<file path="config.mk">
export PLATFORM = sky130hd
export DESIGN_NAME = dct_block_sink
export DESIGN_NICKNAME = d
export VERILOG_FILES = /design/src/rtl/dct_block_sink.sv
export SDC_FILE = /design/constraint.sdc
export NUM_CORES = 2
export LEC_CHECK = 0
export CORE_UTILIZATION = 26
export DETAILED_ROUTE_END_ITERATION = 16
export PLACE_DENSITY = 0.51
export SLEW_MARGIN = 20
export SYNTH_ARGS = -nofsm -noshare
export SYNTH_HDL_FRONTEND = slang
export SYNTH_SLANG_ARGS = --single-unit
</file>
<file path="constraint.sdc">
create_clock -name ap_clk -period 5.9 [get_ports ap_clk]
set_input_delay 1.18 -clock ap_clk [delete_from_list [all_inputs] [get_ports ap_clk]]
set_output_delay 1.18 -clock ap_clk [all_outputs]
set_load 0.05 [all_outputs]
</file>
<file path="src/rtl/dct_block_sink.sv">
// dct_block_sink: ping-pong sink between an HLS DCT core's FIFO-style
// output (Y_*) and a Xillybus 32-bit read stream (user_r_read_32_*).
// ap_clk is the Xillybus bus_clk.
module dct_block_sink #(
    parameter int BLOCK_WORDS = 64,
    parameter int CNT_W       = 16
) (
    input  logic             ap_clk,
    input  logic             ap_rst_n,
    input  logic [31:0]      Y_din,
    input  logic             Y_write,
    output logic             Y_full_n,
    input  logic             ap_done,
    input  logic             user_r_read_32_rden,
    output logic             user_r_read_32_empty,
    output logic [31:0]      user_r_read_32_data,
    output logic             user_r_read_32_eof,
    input  logic             user_r_read_32_open,
    output logic [CNT_W-1:0] blocks_done
);

    localparam int unsigned AW = $clog2(BLOCK_WORDS);
    localparam int unsigned LW = AW + 1;

    // Per-bank state; FILLING also means "free for the writer".
    localparam logic [1:0] BANK_FILLING  = 2'd0;
    localparam logic [1:0] BANK_READY    = 2'd1;
    localparam logic [1:0] BANK_DRAINING = 2'd2;

    logic [31:0]          mem [2*BLOCK_WORDS];

    logic [1:0][1:0]      state_q, state_d;
    logic [1:0][LW-1:0]   len_q, len_d;
    logic                 wr_bank_q, wr_bank_d;
    logic [AW-1:0]        wr_idx_q, wr_idx_d;
    logic                 rd_bank_q, rd_bank_d;
    logic [AW-1:0]        rd_idx_q, rd_idx_d;
    logic                 done_seen_q, done_seen_d;
    logic [31:0]          data_q, data_d;
    logic                 empty_q, empty_d;
    logic                 eof_q, eof_d;
    logic [CNT_W-1:0]     blocks_q, blocks_d;

    logic                 accept;
    logic                 rd_fire;
    logic                 wr_last;
    logic                 rd_last;
    logic                 commit;
    logic [LW-1:0]        commit_len;

    // Writer may push only into a free bank, while the host has the file open.
    assign Y_full_n = ap_rst_n && user_r_read_32_open &&
                      (state_q[wr_bank_q] == BANK_FILLING) && !done_seen_q;

    assign accept  = Y_write && Y_full_n;
    assign rd_fire = user_r_read_32_rden && !empty_q;
    assign wr_last = (wr_idx_q == AW'(BLOCK_WORDS - 1));
    assign rd_last = ({1'b0, rd_idx_q} == (len_q[rd_bank_q] - LW'(1)));

    assign user_r_read_32_empty = empty_q;
    assign user_r_read_32_data  = data_q;
    assign user_r_read_32_eof   = eof_q;
    assign blocks_done          = blocks_q;

    // Buffer storage; contents are don't-care after reset.
    always_ff @(posedge ap_clk) begin
        if (accept) begin
            mem[{wr_bank_q, wr_idx_q}] <= Y_din;
        end
    end

    // Control/state register with synchronous active-low reset.
    always_ff @(posedge ap_clk) begin
        if (!ap_rst_n) begin
            state_q     <= {BANK_FILLING, BANK_FILLING};
            len_q       <= '0;
            wr_bank_q   <= 1'b0;
            wr_idx_q    <= '0;
            rd_bank_q   <= 1'b0;
            rd_idx_q    <= '0;
            done_seen_q <= 1'b0;
            data_q      <= '0;
            empty_q     <= 1'b1;
            eof_q       <= 1'b0;
            blocks_q    <= '0;
        end else begin
            state_q     <= state_d;
            len_q       <= len_d;
            wr_bank_q   <= wr_bank_d;
            wr_idx_q    <= wr_idx_d;
            rd_bank_q   <= rd_bank_d;
            rd_idx_q    <= rd_idx_d;
            done_seen_q <= done_seen_d;
            data_q      <= data_d;
            empty_q     <= empty_d;
            eof_q       <= eof_d;
            blocks_q    <= blocks_d;
        end
    end

    // Next-state: write/commit side, read/release side, then close and flags.
    always_comb begin
        state_d     = state_q;
        len_d       = len_q;
        wr_bank_d   = wr_bank_q;
        wr_idx_d    = wr_idx_q;
        rd_bank_d   = rd_bank_q;
        rd_idx_d    = rd_idx_q;
        done_seen_d = done_seen_q;
        data_d      = data_q;
        blocks_d    = blocks_q;
        commit      = 1'b0;
        commit_len  = '0;

        // A word accepted together with ap_done belongs to the final block;
        // a full block on ap_done never spawns an extra empty one.
        if (accept) begin
            wr_idx_d = wr_idx_q + AW'(1);
            if (wr_last) begin
                commit     = 1'b1;
                commit_len = LW'(BLOCK_WORDS);
            end else if (ap_done) begin
                commit     = 1'b1;
                commit_len = {1'b0, wr_idx_q} + LW'(1);
            end
        end else if (ap_done && (wr_idx_q != '0)) begin
            commit     = 1'b1;
            commit_len = {1'b0, wr_idx_q};
        end

        if (ap_done) begin
            done_seen_d = 1'b1;
        end

        if (commit) begin
            state_d[wr_bank_q] = BANK_READY;
            len_d[wr_bank_q]   = commit_len;
            wr_bank_d          = ~wr_bank_q;
            wr_idx_d           = '0;
        end

        // Commit and release always target different banks, so both apply.
        if (rd_fire) begin
            data_d = mem[{rd_bank_q, rd_idx_q}];
            if (rd_last) begin
                state_d[rd_bank_q] = BANK_FILLING;
                rd_idx_d           = '0;
                rd_bank_d          = ~rd_bank_q;
                blocks_d           = blocks_q + CNT_W'(1);
            end else begin
                state_d[rd_bank_q] = BANK_DRAINING;
                rd_idx_d           = rd_idx_q + AW'(1);
            end
        end

        // Host closing the file flushes everything except the block counter.
        if (!user_r_read_32_open) begin
            state_d     = {BANK_FILLING, BANK_FILLING};
            len_d       = '0;
            wr_bank_d   = 1'b0;
            wr_idx_d    = '0;
            rd_bank_d   = 1'b0;
            rd_idx_d    = '0;
            done_seen_d = 1'b0;
            data_d      = '0;
            blocks_d    = blocks_q;
        end

        empty_d = (state_d[rd_bank_d] == BANK_FILLING);
        eof_d   = done_seen_d && (state_d[0] == BANK_FILLING) &&
                  (state_d[1] == BANK_FILLING);
    end

endmodule

</file>
-- Word level (Yosys, flattened, before mapping)
Memories as Yosys holds them, arrays and structs flattened. A register that Yosys moved wholly into a read port is not among the register bits.
Cells that the tools add are included.
- word-level logic and storage cells: 91
- RAM bits: 4096
- memories: 1
- register bits after elaboration: 51
- output and inout bits: 51
- memories (name ; depth ; bits a word ; rd ports ; clocked after memory_dff ; wr ports ; RTL line ; RTL):
    mem ; 128 ; 32 ; 1 ; 1 ; 1 ; 30 ; logic [31:0] mem [2*BLOCK_WORDS];
- bitwise logic cells: 12
- add/subtract/negate cells: 5
- magnitude comparators: 5
- eq/ne operators: 2
- mux-type cells: 33
- reduce and logical (&&, ||, !) cells: 21
- operator list (cell ; count):
    two-way mux 7 bit ; 6
    adder 16 x 1 -> 16 bit, second input constant ; 1
    two-way mux 4 bit ; 4
    bitwise mux 14 bit ; 1
    adder 6 x 1 -> 6 bit, second input constant ; 2
    two-way mux 2 bit ; 6
    two-way mux 6 bit ; 2
    two-way mux 1 bit ; 11
    logical AND 1 bit ; 10
    logical NOT 2 bit ; 4
    adder 6 x 1 -> 7 bit, second input constant ; 1
    demux 7 bit (select 1 bit) ; 1
    == test 6 x 7 -> 1 bit ; 1
    subtractor 7 x 1 -> 7 bit, second input constant ; 1
    == test 6 bit, second input constant ; 1
    < comparator 1 x 2 -> 1 bit, second input constant ; 3
    nonzero test 6 bit ; 1
    bitwise AND 2 bit ; 2
    bitwise AND 4 bit ; 1
    demux 2 bit (select 1 bit) ; 2
    inverter 1 bit ; 4
    inverter 2 bit ; 2
    inverter 4 bit ; 1
    OR 2 bit ; 2
    5 further kinds ; 8

-- Longest topological paths before layout
- depth in word-level cells: 15
- gate-level depth with buffers: 15
- gate-level depth less buffers: 9

-- Worst setup path before layout
Ideal clock, no wire load.
- path type: input -> register
- start point: input user_r_read_32_open
- end point: memory mem[107][0], enable pin
- setup time: 0.421 ns
- required time: 5.479 ns
- path buffers: 2
- setup slack: 0.274 ns
- cell stages on the path: 7
- arrival: 5.205 ns
- cells stage by stage: nand2_1 -> a211oi_1 -> nand2_1 -> or4_1 -> clkbuf_1 -> clkbuf_1 -> nor2_1
- word-level cells in the longest chain between the ends: 6
- RTL lines (element ; RTL line ; RTL):
    start: declaration ; 18 ; input logic user_r_read_32_open,
    logical AND 1 bit (2 in a row) ; 52 ; assign Y_full_n = ap_rst_n && user_r_read_32_open &&
    logical AND 1 bit ; 53 ; (state_q[wr_bank_q] == BANK_FILLING) && !done_seen_q;
    named net Y_full_n ; 12 ; output logic Y_full_n,
    logical AND 1 bit ; 55 ; assign accept = Y_write && Y_full_n;
    two-way mux 1 bit ; 67 ; if (accept) begin
    two-way mux 1 bit (not written as such) ; 68 ; mem[{wr_bank_q, wr_idx_q}] <= Y_din;
    end: declaration ; 30 ;
The timed path passes the listed nets, and every way through them passes these cells.

==> impl_metrics.yaml <==
critical_path:
  path_max_fanout: 35
  rrSetupSlack_ps: 1110
  worstSetupEndpointType: "flop"
  cp_data_arrival_time_ps: 5610
  r2r_end: "user_r_read_32_data[18]"
  crit_start: "rd_idx_q[1]"
  required_ps: 6720
  worstSetupStartpointType: "flop"
  r2r-start: "rd_idx_q[1]"
  reg2regPathDepth: 8
  timing_worst_setup_path_type: "flop to flop"
  crit_end: "user_r_read_32_data[18]"
power_and_ir_drop:
  powerDensity_nw_per_um2: 324
  p_leak_nw: 54.5
  ir_drop_mv: 0.265
clocking:
  clk_latency_ps: 1040
  cts_buffers: 438
  cts_tree: "built"
  clk_pin_slew_ps: 60
  postCtsSetupRepairBufs: 0
  cts_max_level: 5
  cts_root_buffer: "clkbuf_16"
  cts_buffer_depth: 4
  numClockSinks: 4179
  ctsResizeCount: 0
  cts_hold_buf: 0
cells_and_area:
  syn2layout_area_growth_pct: 17.7
  drive_gt1_frac: 0.246
  mostFrequentLayoutCell: "edfxtp_1"
  final_nets: 8006
  multi_input_area_um2: 34200
  layout.area.seq_um2: 125000
  fillers: 58378
  final_cell_mix: "4,096 x edfxtp_1, 844 x mux4_2, 516 x mux2i_1, 442 x clkbuf_16, 344 x buf_4"
yosys:
  async_reset_ff_frac: 0
  synth_area_um2: 160000
  synth_cell_types: 69
  synth_edf_count: 4096
  syn_inst: 7468
  syn_area_per_cell_um2: 21.4
  yosysSeqAreaShare: 0.780
  synth_ff_type: "edfxtp_1"
  yosysWarnings: 0
  syn_nets: 7511
  synth-seq-cells: 4179
global_routing:
  grt_pass1_vias: 80972
  antenna_found_initial: 64
  gr-total-overflow: 0
  grt_max_degree: 129
  grt_pass1_wl_mm: 711
  grtUsageTotal: 0.166
worst_hold_path:
  hold_class: "flop to flop"
floorplanning:
  die_h_um: 786
  row_count: 287
  die_area_um2: 618000
  coreArea_um2: 612000
  io_pins: 89
  initial_core_util: 0.261
  die_width_um: 786
sta:
  clock_skew_ps: 96.9
  finalSetupViolCount: 0
  hold_viol: 0
  final.setup.tns_ps: 0
  fmax_mhz: 209
  period_minus_slack_ps: 4790
  relSlewSlack: 0.104
  setup_ws_ps: 1110
  period_share: 0.812
  drv_slew: 0
  worst_pin_slew_ps: 1330
  rsz0062_at_grt: "no"
drt:
  antenna_left: 0
  drc: 0
  wl_per_cell_um: 32.1
  viasPerCell: 5.04
  num_vias: 82984
  routed_wirelength_mm: 529
  first_pass_iters: 8
  drt_iter0_markers: 12658
placed_design:
  hpwl_mm: 336
  pre_cts_slack_ps: 695
  io_buffers: 88
  gp_congestion: 0.893
flow_run:
  max_cap_viol_count: 0
status:
  run_status: "finished, final reports clean"
cell type report:
type	instances	share of cell area
repair buffers	487	0.0260
inverters	11	0.000259
clock inverters	272	0.0142
multi-input cells	2846	0.182
diodes	37	0.000492
well taps	8092	0.0538
clock buffers	538	0.0607
flip-flops and latches	4179	0.663
flip-flops by register name, indices dropped and copies added (netlist names):
name                  cells
user_r_read_32_eof        1
user_r_read_32_data      32
len_q                    14
rd_bank_q                 1
wr_bank_q                 1
state_q                   4
done_seen_q               1
user_r_read_32_empty      1
mem                    4096
wr_idx_q                  6
rd_idx_q                  6
blocks_done              16
cells in the mapped netlist (6+ instances only):
| cell type | n | share of area |
|---|---|---|
| xnor2_1 | 20 | 0.0011 |
| o221ai_1 | 98 | 0.0054 |
| mux2i_1 | 516 | 0.032 |
| a211oi_1 | 42 | 0.0020 |
| o22ai_1 | 57 | 0.0022 |
| o21ai_0 | 118 | 0.0037 |
| clkbuf_1 | 194 | 0.0046 |
| nor4_1 | 10 | 0.00039 |
| nor3_1 | 27 | 0.00085 |
| a31oi_1 | 26 | 0.0010 |
| buf_4 | 65 | 0.0031 |
| a21oi_1 | 211 | 0.0066 |
| a32oi_1 | 18 | 0.00099 |
| mux4_2 | 844 | 0.12 |
| a22o_1 | 20 | 0.0011 |
| a22oi_1 | 84 | 0.0039 |
| o31ai_1 | 9 | 0.00042 |
| nor2b_1 | 15 | 0.00059 |
| o41ai_1 | 6 | 0.00033 |
| buf_2 | 102 | 0.0032 |
| xor2_1 | 6 | 0.00033 |
| o211ai_1 | 27 | 0.0013 |
| nand4_1 | 15 | 0.00059 |
| dfxtp_1 | 83 | 0.010 |
| edfxtp_1 | 4096 | 0.77 |
| nor2_1 | 239 | 0.0056 |
| nand2_1 | 164 | 0.0039 |
| nand3_1 | 50 | 0.0016 |
| inv_1 | 9 | 0.00021 |
| a2111oi_0 | 10 | 0.00055 |
| buf_1 | 68 | 0.0016 |
| a221oi_1 | 116 | 0.0064 |
| nand2b_1 | 17 | 0.00067 |
kinds of logic (layout without fill, tap and decap cells):
family / count (synthesis) / after routing / share of synthesized area
compound gates: 885 / 885 / 0.0385
xor+xnor: 26 / 26 / 0.00142
fa+ha+maj: 5 / 5 / 0.000391
buf+inv: 443 / 1308 / 0.0128
flops: 4179 / 4179 / 0.780
mux: 1365 / 1365 / 0.152
other cells: 0 / 37 / 0
simple gates: 565 / 565 / 0.0154
worst max-delay path, cell delays in order (launching register included):
cell,delay (ps)
dfxtp_4,1070
buf_4,420
buf_12,320
buf_12,260
mux4_2,380
a221oi_1,590
o22ai_1,330
o21ai_0,1000
a31oi_1,190
how the worst min path moves through the flow:
stage | start | endpoint | slack, ps | cells after the start
finish | blocks_done[8] | blocks_done[8] | 510 | 2
global placement | blocks_done[8] | blocks_done[8] | 480 | 2
global route | blocks_done[8] | blocks_done[8] | 530 | 2
detailed placement | blocks_done[8] | blocks_done[8] | 490 | 2
floorplan | len_q[5] | len_q[5] | 470 | 2
CTS | blocks_done[8] | blocks_done[8] | 500 | 2
stage by stage:
stage / util / std cells / area (um2) / total power [W] / hold slack [ps]
after global placement: 0.284 / 15615 / 174000 / 0.0342 / 476
after CTS: 0.308 / 16425 / 188000 / 0.0613 / 505
final: 0.308 / 16462 / 188000 / 0.0609 / 505
after global routing: 0.308 / 16428 / 188000 / 0.0624 / 533
after floorplan: - / 7468 / 160000 / 0.0333 / 466
after detailed placement: 0.284 / 15615 / 174000 / 0.0342 / 494
power by group:
group / internal [W] / total, W / leakage [nW] / switching [W]
combinational: 0.000118 / 0.000949 / 10.2 / 0.000832
clock: 0.0157 / 0.0274 / 6.86 / 0.0116
sequential: 0.0326 / 0.0326 / 37.5 / 0.00000934
total: 0.0484 / 0.0609 / 54.5 / 0.0125
layer usage:
layer / wire length (um) / global-route usage / vias to the layer above
met5: 116 / 0 / -
met4: 22700 / 0.0629 / 18
met3: 48400 / 0.0354 / 755
met2: 241000 / 0.257 / 4318
met1: 217000 / 0.229 / 45185
li1: - / - / 32708
No activity file was read; power rests on OpenSTA's default activity.
